## src/rtl/shift_ctrl.sv

```systemverilog
// rtl/shift_ctrl.sv - line-window controller for an 11-tap pixel shift register
module shift_ctrl #(
    parameter int LINE_W = 640,
    parameter int TAPS   = 11
) (
    input  logic       clk,
    input  logic       rst_n,
    input  logic       enable,
    input  logic       pix_valid,
    input  logic       line_start,
    output logic       shift_en,
    output logic       pad_en,
    output logic       win_valid,
    output logic [9:0] col,
    output logic       edge_l,
    output logic       edge_r,
    output logic       busy,
    output logic       err
);

    localparam int HALF = TAPS / 2;

    // center tap first holds pixel 0 once HALF+1 pixels have been shifted in
    localparam logic [9:0] FIRST_WIN  = 10'(HALF + 1);
    localparam logic [9:0] LINE_LAST  = 10'(LINE_W);
    localparam logic [9:0] FLUSH_BASE = 10'(LINE_W - HALF);
    localparam logic [9:0] RIGHT_LIM  = 10'(LINE_W - HALF - 1);
    localparam logic [9:0] LEFT_LIM   = 10'(HALF);
    localparam logic [2:0] FL_LAST    = 3'(HALF - 1);

    typedef enum logic [1:0] {
        IDLE  = 2'd0,
        FILL  = 2'd1,
        RUN   = 2'd2,
        FLUSH = 2'd3
    } state_t;

    state_t     state, state_nx;
    logic [9:0] in_cnt, in_cnt_nx;
    logic [2:0] fl_cnt, fl_cnt_nx;
    logic [9:0] col_nx;
    logic       win_nx;
    logic       err_nx;
    logic [9:0] in_inc;

    assign in_inc = in_cnt + 10'd1;

    // next-state, counter updates and the combinational shift/pad strobes
    always_comb begin
        state_nx  = state;
        in_cnt_nx = in_cnt;
        fl_cnt_nx = fl_cnt;
        col_nx    = col;
        win_nx    = 1'b0;
        err_nx    = 1'b0;
        shift_en  = 1'b0;
        pad_en    = 1'b0;
        if (rst_n && enable) begin
            if (line_start && state != IDLE) begin
                // abort the current line; a coincident pixel starts the next one
                err_nx    = 1'b1;
                col_nx    = 10'd0;
                fl_cnt_nx = 3'd0;
                shift_en  = pix_valid;
                if (pix_valid) begin
                    state_nx  = FILL;
                    in_cnt_nx = 10'd1;
                end else begin
                    state_nx  = IDLE;
                    in_cnt_nx = 10'd0;
                end
            end else begin
                case (state)
                    IDLE: begin
                        if (line_start && pix_valid) begin
                            shift_en  = 1'b1;
                            state_nx  = FILL;
                            in_cnt_nx = 10'd1;
                        end
                    end
                    FILL, RUN: begin
                        if (pix_valid) begin
                            shift_en  = 1'b1;
                            in_cnt_nx = in_inc;
                            if (in_inc >= FIRST_WIN) begin
                                win_nx = 1'b1;
                                col_nx = in_inc - FIRST_WIN;
                            end
                            if (state == FILL && in_inc == FIRST_WIN)
                                state_nx = RUN;
                            if (state == RUN && in_inc == LINE_LAST)
                                state_nx = FLUSH;
                        end
                    end
                    FLUSH: begin
                        // camera pixels are ignored here; zeros are pushed instead
                        shift_en = 1'b1;
                        pad_en   = 1'b1;
                        err_nx   = pix_valid;
                        win_nx   = 1'b1;
                        col_nx   = FLUSH_BASE + {7'd0, fl_cnt};
                        if (fl_cnt == FL_LAST) begin
                            state_nx  = IDLE;
                            in_cnt_nx = 10'd0;
                            fl_cnt_nx = 3'd0;
                        end else begin
                            fl_cnt_nx = fl_cnt + 3'd1;
                        end
                    end
                    default: state_nx = IDLE;
                endcase
            end
        end
    end

    // state, counters and registered window outputs
    always_ff @(posedge clk) begin
        if (!rst_n) begin
            state     <= IDLE;
            in_cnt    <= 10'd0;
            fl_cnt    <= 3'd0;
            col       <= 10'd0;
            win_valid <= 1'b0;
            edge_l    <= 1'b0;
            edge_r    <= 1'b0;
            busy      <= 1'b0;
            err       <= 1'b0;
        end else begin
            state     <= state_nx;
            in_cnt    <= in_cnt_nx;
            fl_cnt    <= fl_cnt_nx;
            col       <= col_nx;
            win_valid <= win_nx;
            edge_l    <= win_nx && (col_nx < LEFT_LIM);
            edge_r    <= win_nx && (col_nx > RIGHT_LIM);
            busy      <= (state_nx != IDLE);
            err       <= err_nx;
        end
    end

endmodule

```

## config.mk

```make
export PLATFORM = sky130hd
export DESIGN_NAME = shift_ctrl
export DESIGN_NICKNAME = d
export VERILOG_FILES = /design/src/rtl/shift_ctrl.sv
export SDC_FILE = /design/constraint.sdc
export NUM_CORES = 1
export LEC_CHECK = 0
export BUFFER_PORTS_ARGS = -buffer_cell sky130_fd_sc_hd__buf_2
export CAP_MARGIN = 10
export CORE_UTILIZATION = 50
export DETAILED_ROUTE_END_ITERATION = 10
export PLACE_DENSITY = 0.78
export SYNTH_ARGS = -nofsm -noshare
export SYNTH_HDL_FRONTEND = slang
export SYNTH_SLANG_ARGS = --single-unit
export TNS_END_PERCENT = 10
```

## constraint.sdc

```tcl
create_clock -name clk -period 2.4 [get_ports clk]
set_input_delay 0.36 -clock clk [delete_from_list [all_inputs] [get_ports clk]]
set_output_delay 0.36 -clock clk [all_outputs]
set_load 0.005 [all_outputs]
```

# ---- Word level (Yosys, flattened, before mapping)
# Cells that the tools add are included.
dict set report totals {
  ff_bits 30
  latchBits 0
  ram_bits 0
  rom_bits 0
  inputBits 5
  out_inout_bits 17
  memories 0
}
dict set report op_classes {
  n_addsub 4
  mul 0
  n_div 0
  order_cmp 3
  eq_ne 9
  n_shift 0
  mux 38
  n_bitwise 0
  reduce_logical 15
}
# op count
set ops {}
lappend ops {{two-way mux 10 bit} 8}
lappend ops {{case mux 10 bit (3 select lines)} 1}
lappend ops {{case mux 10 bit (2 select lines)} 1}
lappend ops {{two-way mux 1 bit} 15}
lappend ops {{two-way mux 2 bit} 7}
lappend ops {{adder 10 x 1 -> 10 bit (second input constant)} 1}
lappend ops {{adder 10 x 3 -> 10 bit (first input constant)} 1}
lappend ops {{== test 10 bit (second input constant)} 1}
lappend ops {{== test 10 x 3 -> 1 bit (second input constant)} 1}
lappend ops {{>= comparator 10 x 3 -> 1 bit (second input constant)} 1}
lappend ops {{greater-than comparator 10 bit (second input constant)} 1}
lappend ops {{< comparator 10 x 3 -> 1 bit (second input constant)} 1}
lappend ops {{subtractor 10 x 3 -> 10 bit (second input constant)} 1}
lappend ops {{two-way mux 3 bit} 3}
lappend ops {{!= test 3 bit (second input constant)} 3}
lappend ops {{logical AND 1 bit} 7}
lappend ops {{case mux 2 bit (3 select lines)} 1}
lappend ops {{nonzero test 2 bit} 3}
lappend ops {{== test 2 bit (second input constant)} 2}
lappend ops {{AND reduction 2 bit} 2}
lappend ops {{AND reduction 4 bit} 1}
lappend ops {{adder 3 x 1 -> 3 bit (second input constant)} 1}
lappend ops {{== test 3 bit (second input constant)} 1}
lappend ops {{case mux 1 bit (3 select lines)} 1}
lappend ops {{4 further kinds} 4}

# ---- Logic depth before layout (Yosys ltp)
# Gate-level depths: netlist (run 1).
dict set report logic_depth {
  ltp_word 10
  ltp_mapped 13
  depth_no_buf 12
}

# ---- Least setup slack after synthesis (run 1)
# No wires, ideal clock.
dict set report synth_timing {
  kind {reg-to-reg}
  from {register in_cnt[0]}
  to {register edge_l}
  setup_ns 0.087
  arrival_time_ns 2.622
  setup_slack_ns -0.309
  stages_incl_launch_ff 12
  n_path_buf 1
  period_less_slack_ns 2.709
  cell_sequence {dfxtp_1 -> ha_1 -> buf_6 -> xnor2_2 -> inv_1 -> ha_1 -> a2111oi_2 -> a21bo_2 -> xnor2_1 -> a31oi_1 -> nand4_1 -> nor4b_2}
}
dict set report synth_via {
  elab_chain_len 9
}
# item line
set synth_rtl {}
lappend synth_rtl {{from (decl)} 39} ;# logic [9:0] in_cnt, in_cnt_nx;
lappend synth_rtl {{from (signal assigned)} 130} ;# in_cnt <= in_cnt_nx;
lappend synth_rtl {{adder 10 x 1 -> 10 bit (*)} 46} ;# assign in_inc = in_cnt + 10'd1;
lappend synth_rtl {{subtractor 10 x 3 -> 10 bit or >= comparator 10 x 3 -> 1 bit (tied branches)} {87, 85}}
lappend synth_rtl {{two-way mux 10 bit} 85} ;# if (in_inc >= FIRST_WIN) begin
lappend synth_rtl {{two-way mux 10 bit} 82} ;# if (pix_valid) begin
lappend synth_rtl {{case mux 10 bit (2 select lines)} 73} ;# case (state)
lappend synth_rtl {{two-way mux 10 bit} 59} ;# if (line_start && state != IDLE) begin
lappend synth_rtl {{two-way mux 10 bit} 58} ;# if (rst_n && enable) begin
lappend synth_rtl {{< comparator 10 x 3 -> 1 bit} 134} ;# edge_l <= win_nx && (col_nx < LEFT_LIM);
lappend synth_rtl {{logical AND 1 bit (*)} 134}
lappend synth_rtl {{to (signal assigned)} 134}
lappend synth_rtl {{to (decl)} 15} ;# output logic edge_l,
# Every way passes the cells marked *; elsewhere a longest branch is shown, timed or not.
# A chain may end at the register's enable or synchronous reset.

# ---- Worst setup path after layout (run 1)
dict set report layout_timing {
  from {register in_cnt[1]}
  to {register edge_l}
}
# Same word-level chain as after synthesis.

==> results of run 1 <==
-- worst min-delay path by stage --
stage	from	endpoint	slack [ps]	cells past startpoint
floorplan	fl_cnt[1]$_SDFFE_PN0P_	fl_cnt[1]$_SDFFE_PN0P_	460	2
global placement	fl_cnt[1]$_SDFFE_PN0P_	fl_cnt[1]$_SDFFE_PN0P_	480	2
detailed placement	fl_cnt[1]$_SDFFE_PN0P_	fl_cnt[1]$_SDFFE_PN0P_	490	2
CTS	rst_n	state[0]$_SDFF_PN0_	370	2
global route	rst_n	state[0]$_SDFF_PN0_	380	2
finish	rst_n	state[0]$_SDFF_PN0_	370	2
-- layer usage --
metal  share of wire  routed length (µm)
met1            0.43                2970
met2            0.49                3390
met3           0.062                 431
met4           0.025                 176
met5               0                   0
-- synth_stat cells, types with 4 or more instances --
cell type  count  area [µm²]
a22oi_1        8        60.1
clkbuf_1       7        26.3
inv_1         15        56.3
and2_1         7        43.8
nand3_1        7        35.0
o21ai_0       16        80.1
buf_2          4        20.0
xnor2_1        8        70.1
nor3_1        13        65.1
nand2b_1       4        25.0
nand4_1       10        62.6
a21oi_1       23         115
nor2_1        29         109
dfxtp_1       30         601
nand2_1       19        71.3
a21o_1         4        30.0
ha_1          12         150
o21a_1         4        30.0
or3_1          4        25.0
-- power breakdown --
group | switching, mW | internal, mW | leakage [nW]
sequential | 0.00203 | 0.499 | 0.243
combinational | 0.0461 | 0.0273 | 0.984
clock | 0.199 | 0.401 | 0.0696
-- layout by cell type, fill, tap and decap left out, drive strengths merged, types with 10 or more instances in the layout --
cell type / count
inv: 15
nand2: 19
buf: 78
nand4: 10
o21ai: 20
a21oi: 24
nor3: 13
nor2: 31
dfxtp: 30
ha: 12
-- through the flow --
step / utilization / setup slack, ps / hold WS [ps]
floorplan: - / -23.7 / 458
global placement: 0.647 / -170 / 478
detailed placement: 0.647 / -201 / 492
CTS: 0.684 / -180 / 365
global route: 0.705 / -385 / 382
finish: 0.705 / -225 / 373
-- area by class of cell --
type	count	area (µm²)	area share
flip-flops and latches	30	606	0.197
clock buffers	7	108	0.0351
repair buffers	78	549	0.179
clock inverters	1	30.0	0.00979
well taps	52	65.1	0.0212
multi-input cells	227	1650	0.539
inverters	15	56.3	0.0184
-- registers in the layout, summed over array words and instances (netlist names) --
register and flops:
err 1, edge_r 1, in_cnt 10, win_valid 1
fl_cnt 3, edge_l 1, col 10, state 2
busy 1
-- kinds of logic after synthesis --
| logic type | count (synthesis) | synth area share |
|---|---|---|
| compound gates | 87 | 0.282 |
| xor+xnor | 12 | 0.0498 |
| fa+ha+maj | 12 | 0.0664 |
| buf+inv | 30 | 0.0609 |
| flops | 30 | 0.266 |
| mux | 2 | 0.00941 |
| simple gates | 114 | 0.266 |
-- what timing repair did --
action | in CTS | in global routing
pin swaps | 5 | 13
gates resized for setup | 3 | 18
setup buffers | 0 | 2
setup endpoints to repair | 10 | 21
-- worst max-delay path: stages (launching register included) --
cell and delay (ps):
dfxtp_2 350, buf_4 110, buf_4 150, nand4_1 200, o21a_1 280, o21ai_4 210
o31a_4 190, o21ai_4 80, buf_4 160, a221oi_4 310, nand4_1 190, nor4b_2 290
==> flow_summary_export.csv, run 1 <==
group,metric,value,unit
drt,wl_per_cell,17.0,µm
drt,via_per_inst,6.17,
setup_path,r2r-start,"in_cnt[1]$_SDFFE_PN0P_",
drt,ant_nets,0,
setup_path,critical_path_class,"reg -> reg",
floorplanning,placementRows,24,
pwr,power,1.18,mW
clock_tree,hold_buffers,0,
pwr,power_density,383,mW/mm²
setup_path,timing.rr.end,"edge_l$_SDFF_PN0_",
drt,drtPass1Iterations,7,
placed_design,dp_hpwl,4.94,mm
finish,fin_cells,410,
worst_hold_path,hold_path.class,"in -> reg",
timing,fin_ws,-225,ps
clock_tree,cts_root_buf,"clkbuf_8",
timing,fin_setup_tns,-794,ps
placed_design,dp_cells,400,
timing,slew_viol_final,0,
synthesis,synth_seq_area_share,0.266,
setup_path,r2r_slack,-220,ps
grt,overflow,0,
pwr,p_leak,1.30,nW
floorplanning,die_h,69.2,µm
synthesis,syn_area_per_cell,7.88,µm²
timing,final-setup-viol-count,8,
setup_path,startpoint,"in_cnt[1]$_SDFFE_PN0P_",
synthesis,yosysUniqueCellTypes,66,
clock_tree,cts-htree-levels,2,
drt,routed_wl,6.96,mm
synthesis,ys_seq_elements,30,
floorplanning,die_area,0.00479,mm²
finish,nNetsFinal,374,
setup_path,cp.arrival,2830,ps
synthesis,syn_area,0.00226,mm²
clock_tree,cts_tree,"yes",
grt,use_met2,0.478,
drt,drt_iter0_markers,269,
clock_tree,clkLatencyLatePin,290,ps
finish,drive_gt1_frac,0.346,
setup_path,ff2ff_path_depth,11,
placed_design,gp_congestion,0.968,
grt,grt_max_degree,23,
floorplanning,io_pins,22,
status,failed_checks,"setup timing",
timing,final.period_utilization,1.09,
drt,drc,0,
status,run_status,"complete, but fails checks",
timing,period_minus_slack,2620,ps
grt,grt_pass1_wl,11.2,mm
synthesis,synthArstFlopShare,0,
timing,slew-limit-headroom,0.452,
synthesis,synth_flop_cell,"dfxtp_1",
floorplanning,core_area,0.00435,mm²
clock_tree,cts_sinks,30,
setup_path,cp_max_fo,9,
grt,top_usage_layer,"met2",
grt,antenna_found_initial,0,
timing,rsz0062_at_grt,"yes",
placed_design,placed_cell_area,0.00282,mm²
finish,final_area,0.00307,mm²
floorplanning,initial_utilization,0.519,
timing,fmax,0.381,GHz
setup_path,crit_end,"edge_l$_SDFF_PN0_",
grt,grtUsageTotal,0.289,
floorplanning,die_w,69.2,µm
timing,skew,6.62,ps
synthesis,synthesis.nets,304,
setup_path,required,2610,ps
finish,diodes,0,
placed_design,portBuffers,21,
synthesis,synth_cells,287,
synthesis,synth_warnings,0,
job,cap_violations,0,
grt,met3_usage,0.0451,
setup_path,crit_path_end_kind,"flip-flop",
setup_path,start_kind,"flip-flop",
drt,dr_total_vias,2528,
clock_tree,cts_buffer_depth,2,
timing,tightest_slew,821,ps
grt,grt_pass1_vias,2403,
timing,hold_viol_final,0,
pwr,ir_drop,0.303,mV
clock_tree,clkTransAtPathRegs,70,ps
grt,grtUsageMet1,0.385,
clock_tree,cts_buffers,5,
finish,fillers,320,
finish,synthToLayoutAreaGrowth,35.7,%
synthesis,synth-edff-count,0,
No activity file was read; power rests on OpenSTA's default activity.
==> run 2: changes to the inputs <==
--- a/config.mk
+++ b/config.mk
@@ -7,9 +7,11 @@
 export LEC_CHECK = 0
 export BUFFER_PORTS_ARGS = -buffer_cell sky130_fd_sc_hd__buf_2
 export CAP_MARGIN = 10
-export CORE_UTILIZATION = 50
+export CORE_UTILIZATION = 55
+export CTS_BUF_LIST = sky130_fd_sc_hd__clkbuf_8
 export DETAILED_ROUTE_END_ITERATION = 10
-export PLACE_DENSITY = 0.78
+export PLACE_DENSITY = 0.84
+export REMOVE_ABC_BUFFERS = 1
 export SYNTH_ARGS = -nofsm -noshare
 export SYNTH_HDL_FRONTEND = slang
 export SYNTH_SLANG_ARGS = --single-unit
==> flow_summary_export.csv, run 2 (synthesized netlist as in run 1, its figures left out) <==
group,metric,value,unit
setup_path,cp.arrival,3060,ps
floorplanning,die_w,66.1,µm
setup_path,cpMaxStageDelayCell,"a2111oi_4",
finish,final_common_cell,"buf_4",
drt,drt_iter0_markers,630,
setup_path,crit_path_end_kind,"flip-flop",
placed_design,dp_cells,405,
timing,final-setup-viol-count,16,
timing,fmax,0.353,GHz
clock_tree,hold_buffers,0,
timing,slew_viol_final,0,
finish,nNetsFinal,386,
floorplanning,io_pins,22,
grt,antenna_found_initial,0,
placed_design,dp_hpwl,5.25,mm
drt,routed_wl,10.2,mm
clock_tree,clkTransAtPathRegs,80,ps
job,cap_violations,0,
timing,final.period_utilization,1.18,
setup_path,crit_buf_inv,1,
drt,wl_per_cell,24.4,µm
floorplanning,placementRows,22,
clock_tree,cts_buffers,5,
floorplanning,die_area,0.00437,mm²
pwr,ir_drop,0.528,mV
grt,grt_pass1_wl,14.8,mm
clock_tree,cts-htree-levels,2,
setup_path,critPathMaxStageDelay,390,ps
timing,skew,15.1,ps
drt,via_per_inst,7.31,
timing,period_minus_slack,2830,ps
setup_path,cp_max_fo,4,
finish,fillers,196,
drt,drc,22,
grt,grtUsageTotal,0.470,
finish,seqCellArea,612,µm²
finish,drive_gt1_frac,0.422,
setup_path,required,2620,ps
placed_design,gp_congestion,0.942,
timing,fin_ws,-435,ps
clock_tree,clkLatencyLatePin,300,ps
timing,slew-limit-headroom,0.429,
clock_tree,cts_buffer_depth,2,
grt,grt_max_degree,23,
setup_path,path_delay_family,"compound AO/OA/AOI/OAI gates",
status,failed_checks,"DRC, setup timing",
clock_tree,cts_root_buf,"clkbuf_8",
grt,grt_pass1_vias,2662,
pwr,power_density,388,mW/mm²
grt,overflow,0,
finish,multiInputGateArea,0.00173,mm²
clock_tree,cts_tree,"yes",
timing,tightest_slew,856,ps
drt,drtPass1Iterations,11,
finish,reg_top3,"col (10), in_cnt (10), fl_cnt (3)",
floorplanning,die_h,66.1,µm
clock_tree,cts_sinks,30,
setup_path,start_kind,"flip-flop",
pwr,p_leak,1.39,nW
floorplanning,initial_utilization,0.595,
setup_path,critical_path_class,"reg -> reg",
setup_path,critical_path.cell_chain,"ha_4 -> xnor2_2 -> inv_1 -> ha_1 -> a2111oi_4 -> a21bo_2 -> xnor2_1 -> a31oi_1 -> nand4_1 -> nor4b_4",
floorplanning,core_area,0.00380,mm²
drt,ant_nets,0,
timing,fin_setup_tns,-3380,ps
drt,dr_total_vias,3054,
timing,rsz0062_at_grt,"yes",
finish,mostFrequentLayoutCells,"buf_4, nor2_1, dfxtp_1, buf_2",
timing,hold_viol_final,0,
finish,fin_cells,418,
placed_design,portBuffers,21,
worst_hold_path,hold_path.class,"in -> reg",
finish,diodes,0,
status,run_status,"complete, but fails checks",
finish,synthToLayoutAreaGrowth,43.2,%
==> run 2: cell count changes in the layout (fill, tap and decap cells not counted), moves of 3 or more <==
cell,change
nor3_1,-4
nor2_1,-3
dfxtp_2,+5
dfxtp_1,-5
buf_4,+11
nor3_2,+4
==> run 2: path summary, 6_finish.rpt <==
kind,start,end,slack (ps),cells after the start
max,in_cnt[1]$_SDFFE_PN0P_,edge_l$_SDFF_PN0_,-430,10
min,rst_n,state[0]$_SDFF_PN0_,370,2
max reg2reg,in_cnt[1]$_SDFFE_PN0P_,edge_l$_SDFF_PN0_,-430,10
min reg2reg,fl_cnt[1]$_SDFFE_PN0P_,fl_cnt[1]$_SDFFE_PN0P_,520,2
==> run 2: cell type report <==
cell class	instances	share of cell area
Clock inverter	2	0.0186
Multi-Input combinational cell	227	0.535
Tap cell	48	0.0186
Sequential cell	30	0.189
Timing Repair Buffer	90	0.196
Clock buffer	6	0.0255
Inverter	15	0.0174
==> run 2: timing repair <==
action | 4_1_cts | 5_1_grt
setup endpoints to repair | 16 | 17
pin swaps | 16 | 10
resized for setup | 24 | 27
setup buffers | 3 | 2
endpoints found under the hold margin | 0 | 0
==> run 2: power by group <==
group / switching [mW] / internal (mW) / leakage, nW
Sequential: 0.00212 / 0.499 / 0.246
Combinational: 0.0518 / 0.0270 / 1.07
Clock: 0.233 / 0.443 / 0.0714
==> run 2: through the flow <==
stage / cell area (µm²) / setup slack [ps] / utilization / power (mW) / hold slack [ps]
floorplan: 2180 / -378 / - / 0.544 / 458
global placement: 2830 / -296 / 0.744 / 0.576 / 484
detailed placement: 2830 / -340 / 0.744 / 0.579 / 503
CTS: 3090 / -202 / 0.814 / 1.23 / 369
global route: 3240 / -530 / 0.852 / 1.27 / 365
finish: 3240 / -435 / 0.852 / 1.26 / 368
==> run 2: layer usage <==
metal,part of all wire,routed length (µm),up-vias,track usage
met5,0,0,-,0.0139
met4,0.11,1080,0,0.311
met3,0.14,1470,140,0.198
met2,0.41,4180,352,0.702
met1,0.34,3490,1348,0.541
li1,-,-,1214,-
==> run 2: worst reg2reg max path, stage by stage, from the launching register on <==
cell       delay (ps)
dfxtp_4           360
ha_4              180
xnor2_2           220
inv_1             170
ha_1              290
a2111oi_4         390
a21bo_2           270
xnor2_1           150
a31oi_1           230
nand4_1           210
nor4b_4           290
==> run 3: changes to the inputs <==
--- a/config.mk
+++ b/config.mk
@@ -5,6 +5,7 @@
 export SDC_FILE = /design/constraint.sdc
 export NUM_CORES = 1
 export LEC_CHECK = 0
+export ABC_AREA = 1
 export BUFFER_PORTS_ARGS = -buffer_cell sky130_fd_sc_hd__buf_2
 export CAP_MARGIN = 10
 export CORE_UTILIZATION = 55
@@ -12,6 +13,7 @@
 export DETAILED_ROUTE_END_ITERATION = 10
 export PLACE_DENSITY = 0.84
 export REMOVE_ABC_BUFFERS = 1
+export SKIP_LAST_GASP = 1
 export SYNTH_ARGS = -nofsm -noshare
 export SYNTH_HDL_FRONTEND = slang
 export SYNTH_SLANG_ARGS = --single-unit
==> flow_summary_export.csv, run 3 <==
group,metric,value,unit
status,run_status,"finished clean",
finish,drive_gt1_frac,0.305,
worst_hold_path,min_to,"state[1]$_SDFF_PN0_",
setup_path,start_kind,"flip-flop",
drt,wl_per_cell,15.3,µm
synthesis,synth_top_cell_by_area,"dfxtp_1",
synthesis,yosys-top-cells-area,"dfxtp_1, nand2_1, inv_1, nand3_1, ha_1",
finish,reg_top3,"col (10), in_cnt (10), fl_cnt (3)",
timing,fmax,0.430,GHz
drt,dr_total_vias,2632,
drt,drc,0,
setup_path,critPathMostFrequentCell,"nand2_1",
clock_tree,cts_tree,"yes",
synthesis,syn_area_per_cell,6.30,µm²
floorplanning,io_pins,22,
finish,mostFrequentLayoutCells,"nand2_1, inv_1, nand3_1, nor2_1, dfxtp_1",
timing,slew_viol_final,0,
timing,tightest_slew,784,ps
synthesis,synth_top_area_frac,0.266,
synthesis,yosys-top-cells-count,"nand2_1, inv_1, nand3_1, nor2_1, dfxtp_1",
clock_tree,cts_root_buf,"clkbuf_8",
floorplanning,die_area,0.00436,mm²
setup_path,cpMaxStageDelayCell,"dfxtp_4",
placed_design,dp_hpwl,4.03,mm
setup_path,startpoint,"in_cnt[2]$_SDFFE_PN0P_",
floorplanning,die_w,66.0,µm
setup_path,crit_buf_inv,3,
timing,period_minus_slack,2320,ps
pwr,power_density,382,mW/mm²
placed_design,place_ws,-7.31,ps
setup_path,r2r_slack,80,ps
clock_tree,clkTransAtPathRegs,60,ps
clock_tree,clkLatencyLatePin,280,ps
clock_tree,cts_buffers,5,
job,cap_violations,0,
pwr,ir_drop,0.268,mV
finish,synthToLayoutAreaGrowth,28.6,%
pwr,p_leak,1.40,nW
placed_design,dp_cells,428,
grt,overflow,0,
timing,rsz0062_at_grt,"yes",
floorplanning,initial_utilization,0.594,
finish,seqCellArea,614,µm²
clock_tree,cts_buffer_depth,2,
drt,ant_nets,0,
timing,final.period_utilization,0.968,
placed_design,portBuffers,21,
setup_path,critical_path.cell_chain,"buf_4 -> xnor2_2 -> buf_4 -> nor2_4 -> nor3_4 -> nand3_4 -> buf_4 -> nand3_1 -> nand3_1 -> nand2_1 -> nand2_1 -> nand2_1 -> nand2_1 -> nor2_1 -> nand2_1 -> a21oi_1",
worst_hold_path,worstHoldPathCells,3,
finish,fin_cells,454,
synthesis,yosysUniqueCellTypes,37,
timing,fin_ws,76.5,ps
synthesis,synth_warnings,0,
drt,drt_iter0_markers,361,
setup_path,cp.arrival,2540,ps
setup_path,required,2620,ps
clock_tree,cts_sinks,30,
worst_hold_path,hold_path.class,"in -> reg",
setup_path,ff2ff_path_depth,16,
synthesis,ys_seq_elements,30,
grt,grt_pass1_wl,9.18,mm
floorplanning,die_h,66.0,µm
clock_tree,cts-htree-levels,2,
synthesis,yosysMostFrequentCell,"nand2_1",
finish,final_common_cell,"nand2_1",
timing,slew-limit-headroom,0.477,
floorplanning,placementRows,22,
setup_path,timing.rr.end,"edge_r$_SDFF_PN0_",
finish,diodes,0,
floorplanning,core_area,0.00380,mm²
setup_path,crit_path_end_kind,"flip-flop",
finish,final_area,0.00290,mm²
finish,fillers,275,
grt,antenna_found_initial,0,
synthesis,synthArstFlopShare,0,
drt,routed_wl,6.95,mm
timing,hold_viol_final,0,
grt,grt_pass1_vias,2119,
synthesis,syn_area,0.00225,mm²
drt,drtPass1Iterations,6,
drt,via_per_inst,5.80,
grt,grtUsageTotal,0.275,
worst_hold_path,min_from,"rst_n",
synthesis,synth-edff-count,0,
setup_path,critPathMaxStageDelay,370,ps
timing,final-setup-viol-count,0,
finish,nNetsFinal,422,
synthesis,synth_cells,358,
setup_path,critical_path_class,"reg -> reg",
setup_path,path_delay_family,"simple AND/OR/NAND/NOR gates",
setup_path,cp_max_fo,7,
placed_design,placed_cell_area,0.00244,mm²
finish,multiInputGateArea,0.00159,mm²
setup_path,r2r-start,"in_cnt[2]$_SDFFE_PN0P_",
synthesis,synth_seq_area_share,0.266,
timing,skew,6.79,ps
synthesis,synth_flop_cell,"dfxtp_1",
placed_design,gp_congestion,0.942,
grt,grt_max_degree,23,
-- run 3: cell count changes after synthesis, moves of 4 or more --
cell      delta
a21o_1       -4
inv_1       +40
xnor2_1      -6
and2_1       -6
nand3_1     +24
nand2b_1     -4
a22oi_1      -7
nand2_2     +10
o21a_1       -4
or3_1        -4
o21ai_0      -5
nor3_1      -11
nand2_1     +79
-- run 3: worst max path at each step --
stage / end / slack, ps / cells past startpoint
finish: edge_r$_SDFF_PN0_ / 80 / 16
global route: edge_l$_SDFF_PN0_ / -190 / 18
CTS: edge_l$_SDFF_PN0_ / -20 / 17
detailed placement: edge_l$_SDFF_PN0_ / -7 / 17
global placement: edge_l$_SDFF_PN0_ / 120 / 18
floorplan: in_cnt[5]$_SDFFE_PN0P_ / 130 / 9
-- run 3: power by group --
group | total, mW | internal, mW | switching (mW)
Combinational | 0.117 | 0.0384 | 0.0789
Sequential | 0.507 | 0.502 | 0.00522
Clock | 0.484 | 0.289 | 0.195
Total | 1.11 | 0.830 | 0.279
-- run 3: metal layers --
layer | vias up | routed length, µm | global-route usage
met3 | 41 | 652 | 0.0379
li1 | 1223 | - | -
met5 | - | 0 | 0
met1 | 1175 | 2700 | 0.341
met2 | 193 | 3310 | 0.478
met4 | 0 | 286 | 0.104
-- run 3: timing repair --
action,CTS,global route
resized for setup,2,54
buffers inserted,0,17
pin swaps,0,32
setup endpoints to repair,2,9
gates cloned,0,1
hold buffers,0,0
-- run 3: kinds of logic after synthesis --
family,synth area share
AO/OA/AOI/OAI,0.104
XOR/XNOR,0.0194
adder cells (fa/ha/maj),0.0666
buffers and inverters,0.115
flip-flops,0.266
AND/OR/NAND/NOR,0.428
-- run 3: stage by stage --
step / hold WS (ps) / utilization / setup TNS (ps) / power [mW]
CTS: 343 / 0.673 / -24.8 / 1.10
floorplan: 466 / - / 0 / 0.578
global placement: 481 / 0.643 / 0 / 0.612
detailed placement: 492 / 0.643 / -7.31 / 0.615
global route: 351 / 0.763 / -299 / 1.14
finish: 344 / 0.763 / 0 / 1.11
-- run 3: worst reg2reg max path, cell delays in order, from the launching register on --
cell	delay (ps)
dfxtp_4	370
buf_4	150
xnor2_2	210
buf_4	190
nor2_4	60
nor3_4	190
nand3_4	180
buf_4	190
nand3_1	100
nand3_1	100
nand2_1	70
nand2_1	50
nand2_1	80
nand2_1	60
nor2_1	100
nand2_1	60
a21oi_1	110
-- run 3: cell type report --
cell class / count / area share
tap: 48 / 0.0207
sequential: 30 / 0.212
inverter: 59 / 0.0790
multi-input combinational: 263 / 0.548
timing repair buffer: 46 / 0.102
clock buffer: 8 / 0.0380
